<file path="config.mk">
export PLATFORM = sky130hd
export DESIGN_NAME = mem_arbiter
export DESIGN_NICKNAME = d
export VERILOG_FILES = /design/src/rtl/mem_arbiter_pkg.sv /design/src/rtl/mem_arb_select.sv /design/src/rtl/mem_arbiter.sv
export SDC_FILE = /design/constraint.sdc
export NUM_CORES = 1
export LEC_CHECK = 0
export BUFFER_PORTS_ARGS = -buffer_cell sky130_fd_sc_hd__buf_2
export CAP_MARGIN = 15
export CORE_ASPECT_RATIO = 1.2
export CORE_MARGIN = 4
export CORE_UTILIZATION = 40
export DETAILED_ROUTE_END_ITERATION = 10
export PLACE_DENSITY_LB_ADDON = 0.12
export RECOVER_POWER = 100
export SYNTH_ARGS = -nofsm -noshare
export SYNTH_HDL_FRONTEND = slang
export SYNTH_SLANG_ARGS = --single-unit
</file>
<file path="constraint.sdc">
create_clock -name clk_in -period 2.1 [get_ports clk_in]
set_input_delay 0.42 -clock clk_in [delete_from_list [all_inputs] [get_ports clk_in]]
set_output_delay 0.42 -clock clk_in [all_outputs]
set_load 0.05 [all_outputs]
</file>
<file path="src/rtl/mem_arbiter_pkg.sv">
// Shared definitions for the memory arbiter: FSM states, requester IDs, grant bit positions.
package mem_arbiter_pkg;

  typedef enum logic [1:0] {
    ST_IDLE  = 2'd0,
    ST_WAIT  = 2'd1,
    ST_DRAIN = 2'd2
  } arb_state_e;

  typedef enum logic [1:0] {
    ID_NONE = 2'd0,
    ID_IF   = 2'd1,
    ID_LSB  = 2'd2,
    ID_PF   = 2'd3
  } req_id_e;

  // IF and PF always fetch a full 32-bit word (len is bytes-1).
  localparam logic [1:0] LEN_WORD = 2'd3;

  // Bit positions inside the one-hot grant vector.
  localparam int GNT_IF  = 0;
  localparam int GNT_LSB = 1;
  localparam int GNT_PF  = 2;
  localparam int GNT_W   = 3;

  function automatic req_id_e gnt_to_id(input logic [GNT_W-1:0] gnt);
    if (gnt[GNT_LSB]) return ID_LSB;
    if (gnt[GNT_IF])  return ID_IF;
    if (gnt[GNT_PF])  return ID_PF;
    return ID_NONE;
  endfunction

endpackage

</file>
<file path="src/rtl/mem_arb_select.sv">
// Combinational priority selector: LSB > IF > PF, except a starved IF request wins outright.
// The PF input exists only when MEM_ARB_PF_EN is defined.
module mem_arb_select
  import mem_arbiter_pkg::*;
#(
  parameter int STARVE_LIMIT = 4
) (
  input  logic                                  if_req,
  input  logic                                  lsb_req,
`ifdef MEM_ARB_PF_EN
  input  logic                                  pf_req,
`endif
  input  logic [$clog2(STARVE_LIMIT + 1)-1:0]   ifwait_cnt,
  output logic [GNT_W-1:0]                      gnt
);

  // STARVE_LIMIT must be at least 1 so the counter has a non-zero width.
  localparam int CNT_W = $clog2(STARVE_LIMIT + 1);
  localparam logic [CNT_W-1:0] LIMIT = CNT_W'(STARVE_LIMIT);

  always_comb begin
    gnt = '0;
    if (if_req && (ifwait_cnt >= LIMIT)) begin
      gnt[GNT_IF] = 1'b1;
    end else if (lsb_req) begin
      gnt[GNT_LSB] = 1'b1;
    end else if (if_req) begin
      gnt[GNT_IF] = 1'b1;
`ifdef MEM_ARB_PF_EN
    end else if (pf_req) begin
      gnt[GNT_PF] = 1'b1;
`endif
    end
  end

endmodule

</file>
<file path="src/rtl/mem_arbiter.sv">
// Single-outstanding memory arbiter between instruction fetch, load/store buffer and prefetch.
// Prefetch participates only when MEM_ARB_PF_EN is defined; otherwise the PF port is inert.
module mem_arbiter
  import mem_arbiter_pkg::*;
#(
  parameter int STARVE_LIMIT = 4
) (
  input  logic        clk_in,
  input  logic        rst_in,
  input  logic        rdy_in,
  input  logic        clr_in,

  input  logic        if_req,
  input  logic [31:0] if_addr,
  output logic        if_done,
  output logic [31:0] if_data,

  input  logic        lsb_req,
  input  logic        lsb_wr,
  input  logic [1:0]  lsb_len,
  input  logic [31:0] lsb_addr,
  input  logic [31:0] lsb_wdata,
  output logic        lsb_done,
  output logic [31:0] lsb_rdata,

  input  logic        pf_req,
  input  logic [31:0] pf_addr,
  output logic        pf_done,
  output logic [31:0] pf_data,

  output logic        arb_to_mc_ready,
  output logic        arb_to_mc_wr,
  output logic [1:0]  arb_to_mc_len,
  output logic [31:0] arb_to_mc_addr,
  output logic [31:0] arb_to_mc_data,

  input  logic        mc_to_arb_done,
  input  logic [31:0] mc_to_arb_data
);

  localparam int CNT_W = $clog2(STARVE_LIMIT + 1);
  localparam logic [CNT_W-1:0] LIMIT = CNT_W'(STARVE_LIMIT);

  arb_state_e       state_q, state_d;
  req_id_e          gnt_id_q, gnt_id_d;
  logic [CNT_W-1:0] ifwait_q, ifwait_d;
  logic             ready_q, ready_d;
  logic             mc_wr_q, mc_wr_d;
  logic [1:0]       mc_len_q, mc_len_d;
  logic [31:0]      mc_addr_q, mc_addr_d;
  logic [31:0]      mc_data_q, mc_data_d;
  logic             if_done_q, if_done_d;
  logic [31:0]      if_data_q, if_data_d;
  logic             lsb_done_q, lsb_done_d;
  logic [31:0]      lsb_rdata_q, lsb_rdata_d;
`ifdef MEM_ARB_PF_EN
  logic             pf_done_q, pf_done_d;
  logic [31:0]      pf_data_q, pf_data_d;
`endif

  logic [GNT_W-1:0] gnt;
  logic             mc_accept;
  logic             is_store;

  mem_arb_select #(
    .STARVE_LIMIT (STARVE_LIMIT)
  ) u_select (
    .if_req     (if_req),
    .lsb_req    (lsb_req),
`ifdef MEM_ARB_PF_EN
    .pf_req     (pf_req),
`endif
    .ifwait_cnt (ifwait_q),
    .gnt        (gnt)
  );

  // A done arriving while the ready pulse is still pending cannot belong to this
  // request; ignoring it also enforces the three-cycle grant-to-grant spacing.
  assign mc_accept = mc_to_arb_done && !ready_q;
  assign is_store  = (gnt_id_q == ID_LSB) && mc_wr_q;

  always_comb begin
    state_d     = state_q;
    gnt_id_d    = gnt_id_q;
    ifwait_d    = ifwait_q;
    ready_d     = ready_q;
    mc_wr_d     = mc_wr_q;
    mc_len_d    = mc_len_q;
    mc_addr_d   = mc_addr_q;
    mc_data_d   = mc_data_q;
    if_done_d   = if_done_q;
    if_data_d   = if_data_q;
    lsb_done_d  = lsb_done_q;
    lsb_rdata_d = lsb_rdata_q;
`ifdef MEM_ARB_PF_EN
    pf_done_d   = pf_done_q;
    pf_data_d   = pf_data_q;
`endif

    // With rdy_in low everything holds, so pending pulses survive the pause.
    if (rdy_in) begin
      ready_d    = 1'b0;
      if_done_d  = 1'b0;
      lsb_done_d = 1'b0;
`ifdef MEM_ARB_PF_EN
      pf_done_d  = 1'b0;
`endif
      case (state_q)
        ST_IDLE: begin
          if (!clr_in && (|gnt)) begin
            state_d  = ST_WAIT;
            ready_d  = 1'b1;
            gnt_id_d = gnt_to_id(gnt);
            if (gnt[GNT_LSB]) begin
              mc_wr_d   = lsb_wr;
              mc_len_d  = lsb_len;
              mc_addr_d = lsb_addr;
              mc_data_d = lsb_wdata;
            end else begin
              mc_wr_d   = 1'b0;
              mc_len_d  = LEN_WORD;
              mc_data_d = '0;
`ifdef MEM_ARB_PF_EN
              mc_addr_d = gnt[GNT_PF] ? pf_addr : if_addr;
`else
              mc_addr_d = if_addr;
`endif
            end
            if (gnt[GNT_IF]) begin
              ifwait_d = '0;
            end else if (if_req && (ifwait_q != LIMIT)) begin
              ifwait_d = ifwait_q + CNT_W'(1);
            end
          end
        end

        ST_WAIT: begin
          // Stores are architecturally committed, so a flush never cancels them.
          if (clr_in && !is_store) begin
            state_d = mc_accept ? ST_IDLE : ST_DRAIN;
          end else if (mc_accept) begin
            state_d = ST_IDLE;
            case (gnt_id_q)
              ID_IF: begin
                if_data_d = mc_to_arb_data;
                if_done_d = 1'b1;
              end
              ID_LSB: begin
                lsb_rdata_d = mc_to_arb_data;
                lsb_done_d  = 1'b1;
              end
`ifdef MEM_ARB_PF_EN
              ID_PF: begin
                pf_data_d = mc_to_arb_data;
                pf_done_d = 1'b1;
              end
`endif
              default: ;
            endcase
          end
        end

        ST_DRAIN: begin
          if (mc_accept) begin
            state_d = ST_IDLE;
          end
        end

        default: state_d = ST_IDLE;
      endcase
    end
  end

  always_ff @(posedge clk_in or negedge rst_in) begin
    if (!rst_in) begin
      state_q     <= ST_IDLE;
      gnt_id_q    <= ID_NONE;
      ifwait_q    <= '0;
      ready_q     <= 1'b0;
      mc_wr_q     <= 1'b0;
      mc_len_q    <= '0;
      mc_addr_q   <= '0;
      mc_data_q   <= '0;
      if_done_q   <= 1'b0;
      if_data_q   <= '0;
      lsb_done_q  <= 1'b0;
      lsb_rdata_q <= '0;
`ifdef MEM_ARB_PF_EN
      pf_done_q   <= 1'b0;
      pf_data_q   <= '0;
`endif
    end else begin
      state_q     <= state_d;
      gnt_id_q    <= gnt_id_d;
      ifwait_q    <= ifwait_d;
      ready_q     <= ready_d;
      mc_wr_q     <= mc_wr_d;
      mc_len_q    <= mc_len_d;
      mc_addr_q   <= mc_addr_d;
      mc_data_q   <= mc_data_d;
      if_done_q   <= if_done_d;
      if_data_q   <= if_data_d;
      lsb_done_q  <= lsb_done_d;
      lsb_rdata_q <= lsb_rdata_d;
`ifdef MEM_ARB_PF_EN
      pf_done_q   <= pf_done_d;
      pf_data_q   <= pf_data_d;
`endif
    end
  end

  // Pulses are masked, not cleared, during a pause so each one is seen exactly once.
  assign arb_to_mc_ready = ready_q & rdy_in;
  assign arb_to_mc_wr    = mc_wr_q;
  assign arb_to_mc_len   = mc_len_q;
  assign arb_to_mc_addr  = mc_addr_q;
  assign arb_to_mc_data  = mc_data_q;
  assign if_done         = if_done_q & rdy_in;
  assign if_data         = if_data_q;
  assign lsb_done        = lsb_done_q & rdy_in;
  assign lsb_rdata       = lsb_rdata_q;

`ifdef MEM_ARB_PF_EN
  assign pf_done = pf_done_q & rdy_in;
  assign pf_data = pf_data_q;
`else
  logic unused_pf;
  assign unused_pf = ^{pf_req, pf_addr};
  assign pf_done   = 1'b0;
  assign pf_data   = '0;
`endif

endmodule
</file>
==> reports/results.txt <==
run status - finished clean
#FFs+latches synth - 141
Yosys top cell area share - 0.546
clock latency on the worst-skew pair - 410 ps
first-pass GRT wire length - 24800 um
Yosys cell types - 31
Sw Ratio - 0.498
Top FF cell, synth - dfrtp_1
flop-to-flop setup slack - 210 ps
pwr dens - 1830 mW/mm^2
share of cells above drive strength 1 - 0.378
Worst-path clk slew - 60 ps
Routed WL per cell - 16.6 um
Critical Path Sink Type - flop
P&R area growth vs syn - 28.2%
LEAKAGE - 4.02 nW
Rows - 50
RSZ-0062 raised after global routing - no
clock buffer count from CTS - 17
Worst R2R Path Depth - 4
worst r2r dst - lsb_rdata[17]
full die area - 0.0183 sq mm
most numerous cell in the Yosys netlist - dfrtp_1
Remaining DRCs - 0
critical path class - reg -> reg
crit path max fanout - 7
CTS tree - built
io pins - 338
Async SR Flop Fraction - 1.00
Final Cell Area - 0.00828 sq mm
Max Slew Vio Count - 0
final net count - 922
largest net degree at the start of global routing - 49
Worst Skew - 7.47 ps
Die Y - 147 um
Logic pwr share - 0.484
Avg Cell Area, Syn - 13.8 sq um
antenna violations before repair - 1
dpl hpwl - 12100 um
sequential-to-total area share from yosys stat - 0.546
worst slew pin tran - 851 ps
initial DRC count - 181
Post-Route WL - 16100 um
core area - 0.0157 sq mm
Fill cells - 1506
Starting Density - 0.412
drt via density - 4.48
setup bufs post-CTS - 0
WP data required - 2390 ps
crit share post-route - 0.899
all-layer global routing usage - 0.177
Mapped Area - 0.00646 sq mm
Max-slew headroom - 0.432
top post-synthesis cells by count - dfrtp_1 (141), mux2_2 (100), inv_1 (40)
switching power - 0.00754 W
crit path DAT - 2170 ps
total of max-cap violations - 0
Setup crit start kind - flop
number of synthesized flops with an enable pin - 0
number of global-route vias before repair - 4723
Max Freq - 530 MHz
ranking of synthesized cells by area - dfrtp_1 (55%), mux2_2 (17%), mux2_4 (6.7%)
root buf cell - clkbuf_16
Worst setup endpoint - lsb_rdata[17]
H-Tree Depth - 4
RePlAce Congestion - 0.740
dpl cell area - 0.00796 sq mm
Clk pwr share - 0.208
HP Class - in -> reg
vias - 4354
Final setup viols - 0
CTS sink count - 141
Max clock buf depth - 2
internal power - 0.00762 W
Final Hold Viols - 0
PortBufs - 271
post-route minimum period - 1890 ps
Mapped Cells - 468
YS warnings - 0
Synth area leader - dfrtp_1
grt total ovfl - 0
R2R Path Start - state_q[1]
maximum VDD drop - 0.923 mV
Reg power frac - 0.307
DRT Pass-1 Iters - 4
Die W - 124 um
post-cts sizing count - 0
Hold-fix buffers, CTS - 1
CP Launch Point - state_q[1]
ANT nets after route - 0
setup TNS - 0 ps
[layer usage]
layer / vias to the layer above / track usage / part of all wire
met1: 2084 / 0.193 / 0.37
met5: - / 0 / 0
met4: 0 / 0.0800 / 0.031
met2: 181 / 0.309 / 0.52
li1: 2059 / - / -
met3: 30 / 0.0551 / 0.085
[kinds of logic (layout without fill, tap and decap cells)]
logic type / Yosys count / after routing / share of synthesized area
and+or+nand+nor: 52 / 52 / 0.0414
DFF: 141 / 141 / 0.546
buffers and inverters: 95 / 357 / 0.0949
AOI/OAI and AO/OA: 11 / 11 / 0.0137
muxes: 167 / 167 / 0.301
adders and majority gates: 1 / 1 / 0.00194
other: 1 / 34 / 0.000580
[sequential cells by signal (all words and copies together) (netlist names)]
name            cells
if_done_q           1
arb_to_mc_data     32
arb_to_mc_addr     32
lsb_done_q          1
if_data            32
ready_q             1
state_q             2
arb_to_mc_wr        1
gnt_id_q            2
arb_to_mc_len       2
ifwait_q            3
lsb_rdata          32
[metrics by stage]
step	hold slack [ps]	cells	power, W	setup WS, ps	utilization
finish	236	971	0.0152	212	0.527
global route	215	971	0.0159	96.4	0.527
CTS	214	970	0.0159	232	0.547
detailed placement	402	938	0.0127	188	0.507
global placement	397	938	0.0125	176	0.507
floorplan	124	500	0.0107	492	-
[power by group through the flow]
stage / registers [W] / clock network (W) / logic [W]
global route: 0.00483 / 0.00338 / 0.00772
detailed placement: 0.00467 / 0 / 0.00798
CTS: 0.00466 / 0.00324 / 0.00798
global placement: 0.00462 / 0 / 0.00788
finish: 0.00466 / 0.00316 / 0.00734
floorplan: 0.00886 / 0 / 0.00185
[placed cells by master (no fill, tap or decap), types with 2 or more instances in the layout]
cell type and count:
dfrtp_1 141, clkbuf_1 137, buf_2 136, mux2_2 100, inv_1 40, nand2_1 34, mux2i_1 33, conb_1 33
mux2_1 31, clkbuf_16 17, clkbuf_8 6, buf_12 6, nor2_1 5, clkbuf_2 4, nand2b_1 3, o21ai_0 3
mux2_4 3, bufinv_16 3, buf_4 3, and2_1 2, nor2b_1 2, a21o_1 2
[final cells by class]
| type | count | area (sq um) | share of cell area |
|---|---|---|---|
| diodes | 1 | 2.50 | 0.000302 |
| clock buffers | 26 | 519 | 0.0627 |
| clock inverters | 5 | 103 | 0.0124 |
| inverters | 40 | 150 | 0.0181 |
| multi-input cells | 264 | 2340 | 0.283 |
| flip-flops and latches | 141 | 3530 | 0.426 |
| well taps | 208 | 260 | 0.0314 |
| repair buffers | 286 | 1380 | 0.166 |
[critical path, stage by stage (launching register included)]
cell and delay, ps:
dfrtp_1 430, and3b_4 320, o2111a_2 360, clkbuf_2 290
mux2_1 350
[how the worst min path moves through the flow]
stage	slack [ps]	depth (start not counted)	end	start
floorplan	120	0	arb_to_mc_addr[0]	rst_in
global placement	400	1	arb_to_mc_addr[26]	rst_in
detailed placement	400	1	arb_to_mc_addr[26]	rst_in
CTS	210	2	if_data[1]	mc_to_arb_data[1]
global route	210	2	if_data[1]	mc_to_arb_data[1]
finish	240	2	lsb_rdata[11]	mc_to_arb_data[11]
Power figures use the tool's default switching activity.
